--- config.mk ---
export PLATFORM = sky130hd
export DESIGN_NAME = ov7670_cfg_seq
export DESIGN_NICKNAME = d
export VERILOG_FILES = /design/src/rtl/ov7670_cfg_seq.sv
export SDC_FILE = /design/constraint.sdc
export NUM_CORES = 1
export LEC_CHECK = 0
export BUFFER_PORTS_ARGS = -buffer_cell sky130_fd_sc_hd__buf_2
export CELL_PAD_IN_SITES_DETAIL_PLACEMENT = 0
export CELL_PAD_IN_SITES_GLOBAL_PLACEMENT = 2
export CORE_MARGIN = 2
export CORE_UTILIZATION = 37
export CTS_CLUSTER_DIAMETER = 80
export DETAILED_ROUTE_END_ITERATION = 7
export PLACE_DENSITY_LB_ADDON = 0.05
export RECOVER_POWER = 50
export REMOVE_ABC_BUFFERS = 1
export SYNTH_ARGS = -nofsm -noshare
export SYNTH_HDL_FRONTEND = slang
export SYNTH_SLANG_ARGS = --single-unit
--- constraint.sdc ---
create_clock -name clk -period 4.93 [get_ports clk]
set_input_delay 0.986 -clock clk [delete_from_list [all_inputs] [get_ports clk]]
set_output_delay 0.986 -clock clk [all_outputs]
set_load 0.05 [all_outputs]
--- src/rtl/ov7670_cfg_seq.sv ---
// Purpose: OV7670 bring-up sequencer; holds the camera in reset, then streams a mode-dependent register table to an SCCB master.
// Latency: table word appears on addr/data_wr one cycle after its index changes; start_tx is decoded in the accepting WAIT_RDY cycle.
// Backpressure: each write waits for sccb_ready, and the index only advances on an acknowledged sccb_done.
module ov7670_cfg_seq #(
  parameter int unsigned C_RST_CYC   = 30000000,
  parameter int unsigned C_WAIT_CYC  = 30000000,
  parameter int unsigned C_GAP_CYC   = 1000,
  parameter int unsigned C_XCLK_DIV  = 4,
  parameter int unsigned C_MAX_RETRY = 3,
  parameter logic [6:0]  C_ID        = 7'h21
) (
  input  logic       clk,
  input  logic       rst,
  input  logic [1:0] mode,
  input  logic       resend,
  input  logic       sccb_ready,
  input  logic       sccb_done,
  input  logic       sccb_nack,
  output logic       start_tx,
  output logic [6:0] id,
  output logic [7:0] addr,
  output logic [7:0] data_wr,
  output logic       done,
  output logic       error,
  output logic       busy,
  output logic [3:0] cnt_reg,
  output logic [1:0] retry_cnt,
  output logic       ov7670_rst_n,
  output logic       ov7670_pwdn,
  output logic       ov7670_clk
);

  localparam int XW = (C_XCLK_DIV > 2) ? $clog2(C_XCLK_DIV) : 1;

  typedef enum logic [2:0] {
    S_RSTCAM,
    S_WAIT_RSTCAM,
    S_LOAD,
    S_WAIT_RDY,
    S_WAIT_DONE,
    S_GAP,
    S_DONE,
    S_ERROR
  } state_t;

  state_t        state;
  logic [31:0]   dly;
  logic [1:0]    mode_q;
  logic          resend_pend;
  logic          restart;
  logic [XW-1:0] xcnt;
  logic [XW-1:0] xcnt_nxt;

  // Register table: eight common entries, seven per-mode entries, FFFF terminator.
  function automatic logic [15:0] rom_word(input logic [1:0] m, input logic [3:0] i);
    logic [15:0] w;
    w = 16'hFFFF;
    if (i[3] == 1'b0) begin
      case (i[2:0])
        3'd0:    w = 16'h1280;
        3'd1:    w = 16'h1280;
        3'd2:    w = 16'h1204;
        3'd3:    w = 16'h40F0;
        3'd4:    w = 16'h8C02;
        3'd5:    w = 16'h1181;
        3'd6:    w = 16'h0F43;
        default: w = 16'h1520;
      endcase
    end else if (i != 4'd15) begin
      case ({m, i[2:0]})
        5'b00_000: w = 16'h0C04;
        5'b00_001: w = 16'h3E1B;
        5'b00_010: w = 16'h703A;
        5'b00_011: w = 16'h71B5;
        5'b00_100: w = 16'h7233;
        5'b00_101: w = 16'h73F3;
        5'b01_000: w = 16'h0C04;
        5'b01_001: w = 16'h3E1A;
        5'b01_010: w = 16'h703A;
        5'b01_011: w = 16'h7135;
        5'b01_100: w = 16'h7222;
        5'b01_101: w = 16'h73F2;
        5'b10_000: w = 16'h0C04;
        5'b10_001: w = 16'h3E19;
        5'b10_010: w = 16'h703A;
        5'b10_011: w = 16'h7135;
        5'b10_100: w = 16'h7211;
        5'b10_101: w = 16'h73F1;
        5'b11_000: w = 16'h0C00;
        5'b11_001: w = 16'h3E00;
        5'b11_010: w = 16'h703A;
        5'b11_011: w = 16'h7135;
        5'b11_100: w = 16'h7211;
        5'b11_101: w = 16'h73F0;
        default:   w = 16'hA202;
      endcase
    end
    return w;
  endfunction

  assign id          = C_ID;
  assign ov7670_pwdn = 1'b0;

  // A write is launched in the very WAIT_RDY cycle that sees the master idle; a pending restart suppresses it.
  assign start_tx = !rst && (state == S_WAIT_RDY) && (addr != 8'hFF) && sccb_ready && !resend;

  // Any route back to RSTCAM: user resend, deferred resend after an in-flight write, or a mode change once finished.
  assign restart = (resend && (state != S_WAIT_DONE)) ||
                   ((state == S_WAIT_DONE) && sccb_done && (resend_pend || resend)) ||
                   (((state == S_DONE) || (state == S_ERROR)) && (mode != mode_q));

  assign xcnt_nxt = (xcnt == XW'(C_XCLK_DIV - 1)) ? '0 : xcnt + XW'(1);

  // XCLK divider: free-running, high for the upper half of the count range.
  always_ff @(posedge clk) begin
    if (rst) begin
      xcnt       <= '0;
      ov7670_clk <= 1'b0;
    end else begin
      xcnt       <= xcnt_nxt;
      ov7670_clk <= (xcnt_nxt >= XW'(C_XCLK_DIV / 2));
    end
  end

  // Registered table lookup; holds the failing entry in ERROR because the index is frozen there.
  always_ff @(posedge clk) begin
    if (rst) begin
      {addr, data_wr} <= 16'h1280;
    end else begin
      {addr, data_wr} <= rom_word(mode_q, cnt_reg);
    end
  end

  // Sequencer FSM with registered status outputs.
  always_ff @(posedge clk) begin
    if (rst) begin
      state        <= S_RSTCAM;
      dly          <= '0;
      mode_q       <= 2'd0;
      resend_pend  <= 1'b0;
      cnt_reg      <= 4'd0;
      retry_cnt    <= 2'd0;
      done         <= 1'b0;
      error        <= 1'b0;
      busy         <= 1'b1;
      ov7670_rst_n <= 1'b0;
    end else if (restart) begin
      state        <= S_RSTCAM;
      dly          <= '0;
      resend_pend  <= 1'b0;
      cnt_reg      <= 4'd0;
      retry_cnt    <= 2'd0;
      done         <= 1'b0;
      error        <= 1'b0;
      busy         <= 1'b1;
      ov7670_rst_n <= 1'b0;
    end else begin
      case (state)
        S_RSTCAM: begin
          ov7670_rst_n <= 1'b0;
          mode_q       <= mode;
          cnt_reg      <= 4'd0;
          retry_cnt    <= 2'd0;
          resend_pend  <= 1'b0;
          if (dly == C_RST_CYC - 1) begin
            state        <= S_WAIT_RSTCAM;
            dly          <= '0;
            ov7670_rst_n <= 1'b1;
          end else begin
            dly <= dly + 32'd1;
          end
        end
        S_WAIT_RSTCAM: begin
          if (dly == C_WAIT_CYC - 1) begin
            state <= S_LOAD;
            dly   <= '0;
          end else begin
            dly <= dly + 32'd1;
          end
        end
        S_LOAD: begin
          state <= S_WAIT_RDY;
          dly   <= '0;
        end
        S_WAIT_RDY: begin
          dly <= '0;
          if (addr == 8'hFF) begin
            state <= S_DONE;
            done  <= 1'b1;
            busy  <= 1'b0;
          end else if (sccb_ready) begin
            state <= S_WAIT_DONE;
          end
        end
        S_WAIT_DONE: begin
          dly <= '0;
          if (resend) begin
            resend_pend <= 1'b1;
          end
          if (sccb_done) begin
            if (!sccb_nack) begin
              cnt_reg   <= cnt_reg + 4'd1;
              retry_cnt <= 2'd0;
              state     <= S_GAP;
            end else if (retry_cnt < 2'(C_MAX_RETRY)) begin
              retry_cnt <= retry_cnt + 2'd1;
              state     <= S_GAP;
            end else begin
              state <= S_ERROR;
              error <= 1'b1;
              busy  <= 1'b0;
            end
          end
        end
        S_GAP: begin
          if (dly == C_GAP_CYC - 1) begin
            state <= S_LOAD;
            dly   <= '0;
          end else begin
            dly <= dly + 32'd1;
          end
        end
        S_DONE: begin
          dly  <= '0;
          done <= 1'b1;
          busy <= 1'b0;
        end
        S_ERROR: begin
          dly   <= '0;
          error <= 1'b1;
          busy  <= 1'b0;
        end
        default: begin
          state <= S_RSTCAM;
          dly   <= '0;
        end
      endcase
    end
  end

endmodule

Yosys cells after proc, flatten, opt, wreduce, memory -nomap -nowiden
Memories as Yosys holds them, arrays and structs flattened.
Cells that the tools add are included.
{ "totals": {"n_memories": 1, "ff_bits": 67, "input_bits": 8, "romBits": 512} }
{ "op_classes": {"eq_ne": 32, "bitwise": 1, "addsub": 4, "n_reduce_logical": 34, "muxes": 37, "magnitude_cmp": 2} }
{ "memory_table": {"columns": ["memory", "depth", "width", "rd", "rd_ports_with_merged_regs", "wr", "line_no", "source"], "rows": [
  ["(no name shown)", 32, 16, 1, 0, 0, "70", "case ({m, i[2:0]})"]
]} }
{ "op_table": {"columns": ["op", "count"], "rows": [
  ["16-bit case mux with 6 select lines", 1],
  ["32-bit case mux with 3 select lines", 1],
  ["32-bit two-way mux", 2],
  ["32-bit by 1-bit adder with 32-bit output, second input constant", 1],
  ["32-bit by 10-bit == test with 1-bit output, second input constant", 1],
  ["32-bit by 25-bit == test with 1-bit output, second input constant", 1],
  ["16-bit two-way mux", 2],
  ["3-bit == test, second input constant", 7],
  ["3-bit two-way mux", 6],
  ["3-bit case mux with 6 select lines", 1],
  ["2-bit != test, second input constant", 8],
  ["3-bit by 2-bit == test with 1-bit output, second input constant", 4],
  ["2-bit two-way mux", 6],
  ["1-bit two-way mux", 10],
  ["8-bit == test, second input constant", 1],
  ["1-bit logical AND", 8],
  ["4-bit two-way mux", 2],
  ["8-bit != test, second input constant", 1],
  ["4-bit case mux with 2 select lines", 1],
  ["2-bit OR reduction", 4],
  ["3-bit by 1-bit == test with 1-bit output, second input constant", 2],
  ["3-bit logical NOT", 2],
  ["3-bit by 2-bit != test with 1-bit output, second input constant", 2],
  ["1-bit case mux with 2 select lines", 3],
  ["23 further kinds", 33]
]} }

Longest topological paths before layout
{ "depth": {"word_depth": 7, "depth_mapped": 8, "ltp_nobuf": 7} }

Least setup slack after synthesis
Ideal clock, no wire load.
{ "synth_path": {"path_kind": "input to output", "startpoint": "input port rst", "endpoint": "output port start_tx", "arrival_ps": 2245, "cell_stages": 3, "required_time_ps": 3944, "slack_ps": 1699, "n_path_buf": 0, "cell_sequence": "inv_1 nand3_1 nor3_1"} }
{ "synth_between": {"elab_chain_cells": 5} }
{ "synth_lines": {"columns": ["item", "line_no", "source"], "rows": [
  ["start: declaration", "13", "input logic rst,"],
  ["1-bit logical NOT", "105", "assign start_tx = !rst && (state == S_WAIT_RDY) && (addr != 8'hFF) && sccb_ready && !resend;"],
  ["1-bit logical AND (4 in a row)", "105", null],
  ["end: declaration", "19", "output logic start_tx,"]
]} }
Every way passes these cells.

Final worst setup path
Same ends and word-level chain as after synthesis.

==> impl_results.md <==
- Area of the multi-input gates: 1960 µm²
- Standard-cell rows: 35
- Longest Clk Path Bufs: 2
- Ys Warns: 0
- Gr usage total: 17.6%
- P_sw: 0.262 mW
- Status: finished, final reports clean
- Synth Area in Compound Gates: 13.2%
- Post-Route Utilization: between 40 and 50%
- Top_reg_cell synth: dfxtp_1
- Setup TNS: 0 ns
- Post-synthesis mux area share: 1.48%
- HP Class: reg2reg
- Total internal power: 0.794 mW
- First-pass GRT wire length: 14100 µm
- P&R area growth vs syn: 9.90%
- Die area: around 10000 µm²
- Drt drc: 0
- Post-synthesis sequential area ratio: 38.0%
- Share of power burned in registers: between 50% and 60%
- Reg clk slew, reported paths: 0.08 ns
- Grt ovf: 0
- Cts bufs inserted: 9
- Final Wtd Congestion: 0.735
- Rel. slew slack: 28.8%
- DRT iter0 DRCs: 74
- CORE AREA: 9200 µm²
- Die X: 101 µm
- Post-layout nets: 471
- Final setup fails: 0
- Mapped cell area: 3480 µm²
- Fraction of registers with async set or reset after synthesis: 0%
- Routed len/inst: 14.9 µm
- Max-cap violations: 0
- Worst slew pin tran: 1.07 ns
- Share of cells above drive strength 1: 6.15%
- Clk pwr share: 44.6%
- Vias in the first global route: about 2.8k
- Count of different cell masters after synthesis: 52
- Final Skew: 0.0143 ns
- Area share of and/or/nand/nor cells after synthesis: 27.5%
- CTS tree: done
- CTS Root Cell: clkbuf_8
- Final worst-path cycle share: 65.6%
- Worst skew pair latency: 0.35 ns
- First-pass iteration count of the detailed router: 4
- Max FFs per register: 32
- Largest family of logic cells by synthesized area: simple AND/OR/NAND/NOR gates
- # fillers: 981
- Peak VDD IR: 0.000192 V
- Fraction of the mapped netlist area in adder cells: 4.68%
- Number of synthesized flops with an enable pin: 0
- Kind of critical path: in2out
- DP Wirelength: a little under 6000 µm
- Synth Register Bits: 66
- N_diodes: 0
- Starting Density: 37.8%
- Final Max Tran Viols: 0
- Syn avg cell area: between 8 and 9 µm²
- Synth Area in XOR/XNOR: 8.57%
- Die height: 101 µm
- CP Capture Type: primary output
- Worst Setup Start Kind: input pin
- Power Density: 277 nW/µm²
- Antenna violations before repair: 0
- CP Max Fanout: 15
- Io pins: 44
- Storage element area: 1320 µm²
- Setup Fix Bufs, Post-CTS: 0
- Hold Fails Final Rpt: 0
- Arrival time at the worst endpoint: between 2 and 2.5 ns
- Routed WL: 8460 µm
- Sw Share: 24.8%
- Fmax: roughly 310 MHz
- Post-CTS Hold Buffers: 0
- Vias: 2987
- CTS resizes: 0
- Pleak: 1.28 nW
- Final Critical Period: 3.24 ns
- Clock sinks: 66
- H-tree Lvls: 3
- DRT antenna net count: 0
- Port bufs: 35
- Req. time, crit path: 3.94 ns
- Largest Register: dly
- Largest net degree at the start of global routing: 33
- RSZ-0062 raised after global routing: false
- Routed vias/inst: 5.28
- Comb power frac: about 4.2%
- Gate Count Post-Synth: 425
## cell usage in the layout, fill, tap and decap left out, drive strengths merged, types with 5 or more instances in the layout
cell	Yosys	routed
nor2	66	66
dfxtp	66	66
clkbuf	15	39
nand2	29	29
xnor2	24	24
nand3	18	18
o21ai	18	18
a21oi	18	18
nor3	17	17
nand4	15	15
inv	13	13
ha	13	13
nor4	12	12
xor2	10	10
a211oi	8	8
conb	2	8
buf	13	7
clkinv	2	7
nand2b	5	5
nor3b	5	5
## logic make-up after synthesis
family	Yosys count
and+or+nand+nor	192
adders and majority gates	13
buffers and inverters	43
AOI/OAI and AO/OA	70
other	2
muxes	5
DFF	66
xor gates and xnor gates	34
## through the flow
step / worst slack [ns] / total power [mW] / std cells / hold WS [ns] / instance area, µm²
after floorplan: 1.70 / 0.585 / 403 / 0.402 / 3330
after global placement: 1.96 / 0.599 / 550 / 0.410 / 3650
after detailed placement: 1.97 / 0.599 / 550 / 0.419 / 3650
after CTS: 1.96 / 1.08 / 566 / 0.431 / 3860
after global routing: 1.54 / 1.10 / 566 / 0.455 / 3820
final: 1.69 / 1.06 / 566 / 0.426 / 3820
## cell type report
cell class	instances	share of cell area [%]
inverter	15	1.47
sequential	66	34.6
clock buffer	10	3.60
clock inverter	6	1.74
multi-input combinational	322	51.2
tap	111	3.64
timing repair buffer	36	3.77
## worst max-delay path, cell delays in order
cell      delay [ns]
clkbuf_1        0.51
inv_1           0.33
nand3_1         0.14
nor3_1          0.05
buf_2           0.22
## synthesized netlist by cell type (5+ instances only)
library cell	instances	area, µm²
a211oi_1	8	60.1
a21oi_1	18	90.1
buf_4	8	60.1
clkbuf_1	15	56.3
dfxtp_1	66	1320
ha_1	13	163
inv_1	13	48.8
nand2_1	29	109
nand2b_1	5	31.3
nand3_1	18	90.1
nand4_1	15	93.8
nor2_1	66	248
nor3_1	17	85.1
nor3b_1	5	37.5
nor4_1	12	75.1
o21ai_0	18	90.1
xnor2_1	24	210
xor2_1	10	87.6
## power by group through the flow
stage | Combinational, mW | Clock (mW) | Sequential [mW]
after floorplan | 0.0283 | 0 | 0.557
after global placement | 0.0455 | 0 | 0.553
after detailed placement | 0.0458 | 0 | 0.554
after CTS | 0.0458 | 0.489 | 0.541
after global routing | 0.0492 | 0.513 | 0.542
final | 0.0445 | 0.471 | 0.541
## final timing paths
check	slack, ns	depth (start not counted)	to	startpoint
setup / recovery	1.69	5	start_tx	rst
hold / removal	0.43	1	xcnt[0]	xcnt[0]
setup reg to reg	1.95	6	data_wr[5]	cnt_reg[2]
hold reg to reg	0.43	1	xcnt[0]	xcnt[0]
## routing by layer
| metal | vias to the layer above | global-route usage, % | wire (µm) |
|---|---|---|---|
| met5 | - | 0 | 0 |
| met3 | 9 | 5.06 | 362 |
| met1 | 1384 | 22.6 | 4010 |
| li1 | 1526 | - | - |
| met4 | 0 | 4.37 | 102 |
| met2 | 68 | 29.2 | 3990 |
Note: power is estimated with default switching activity, not from simulation.
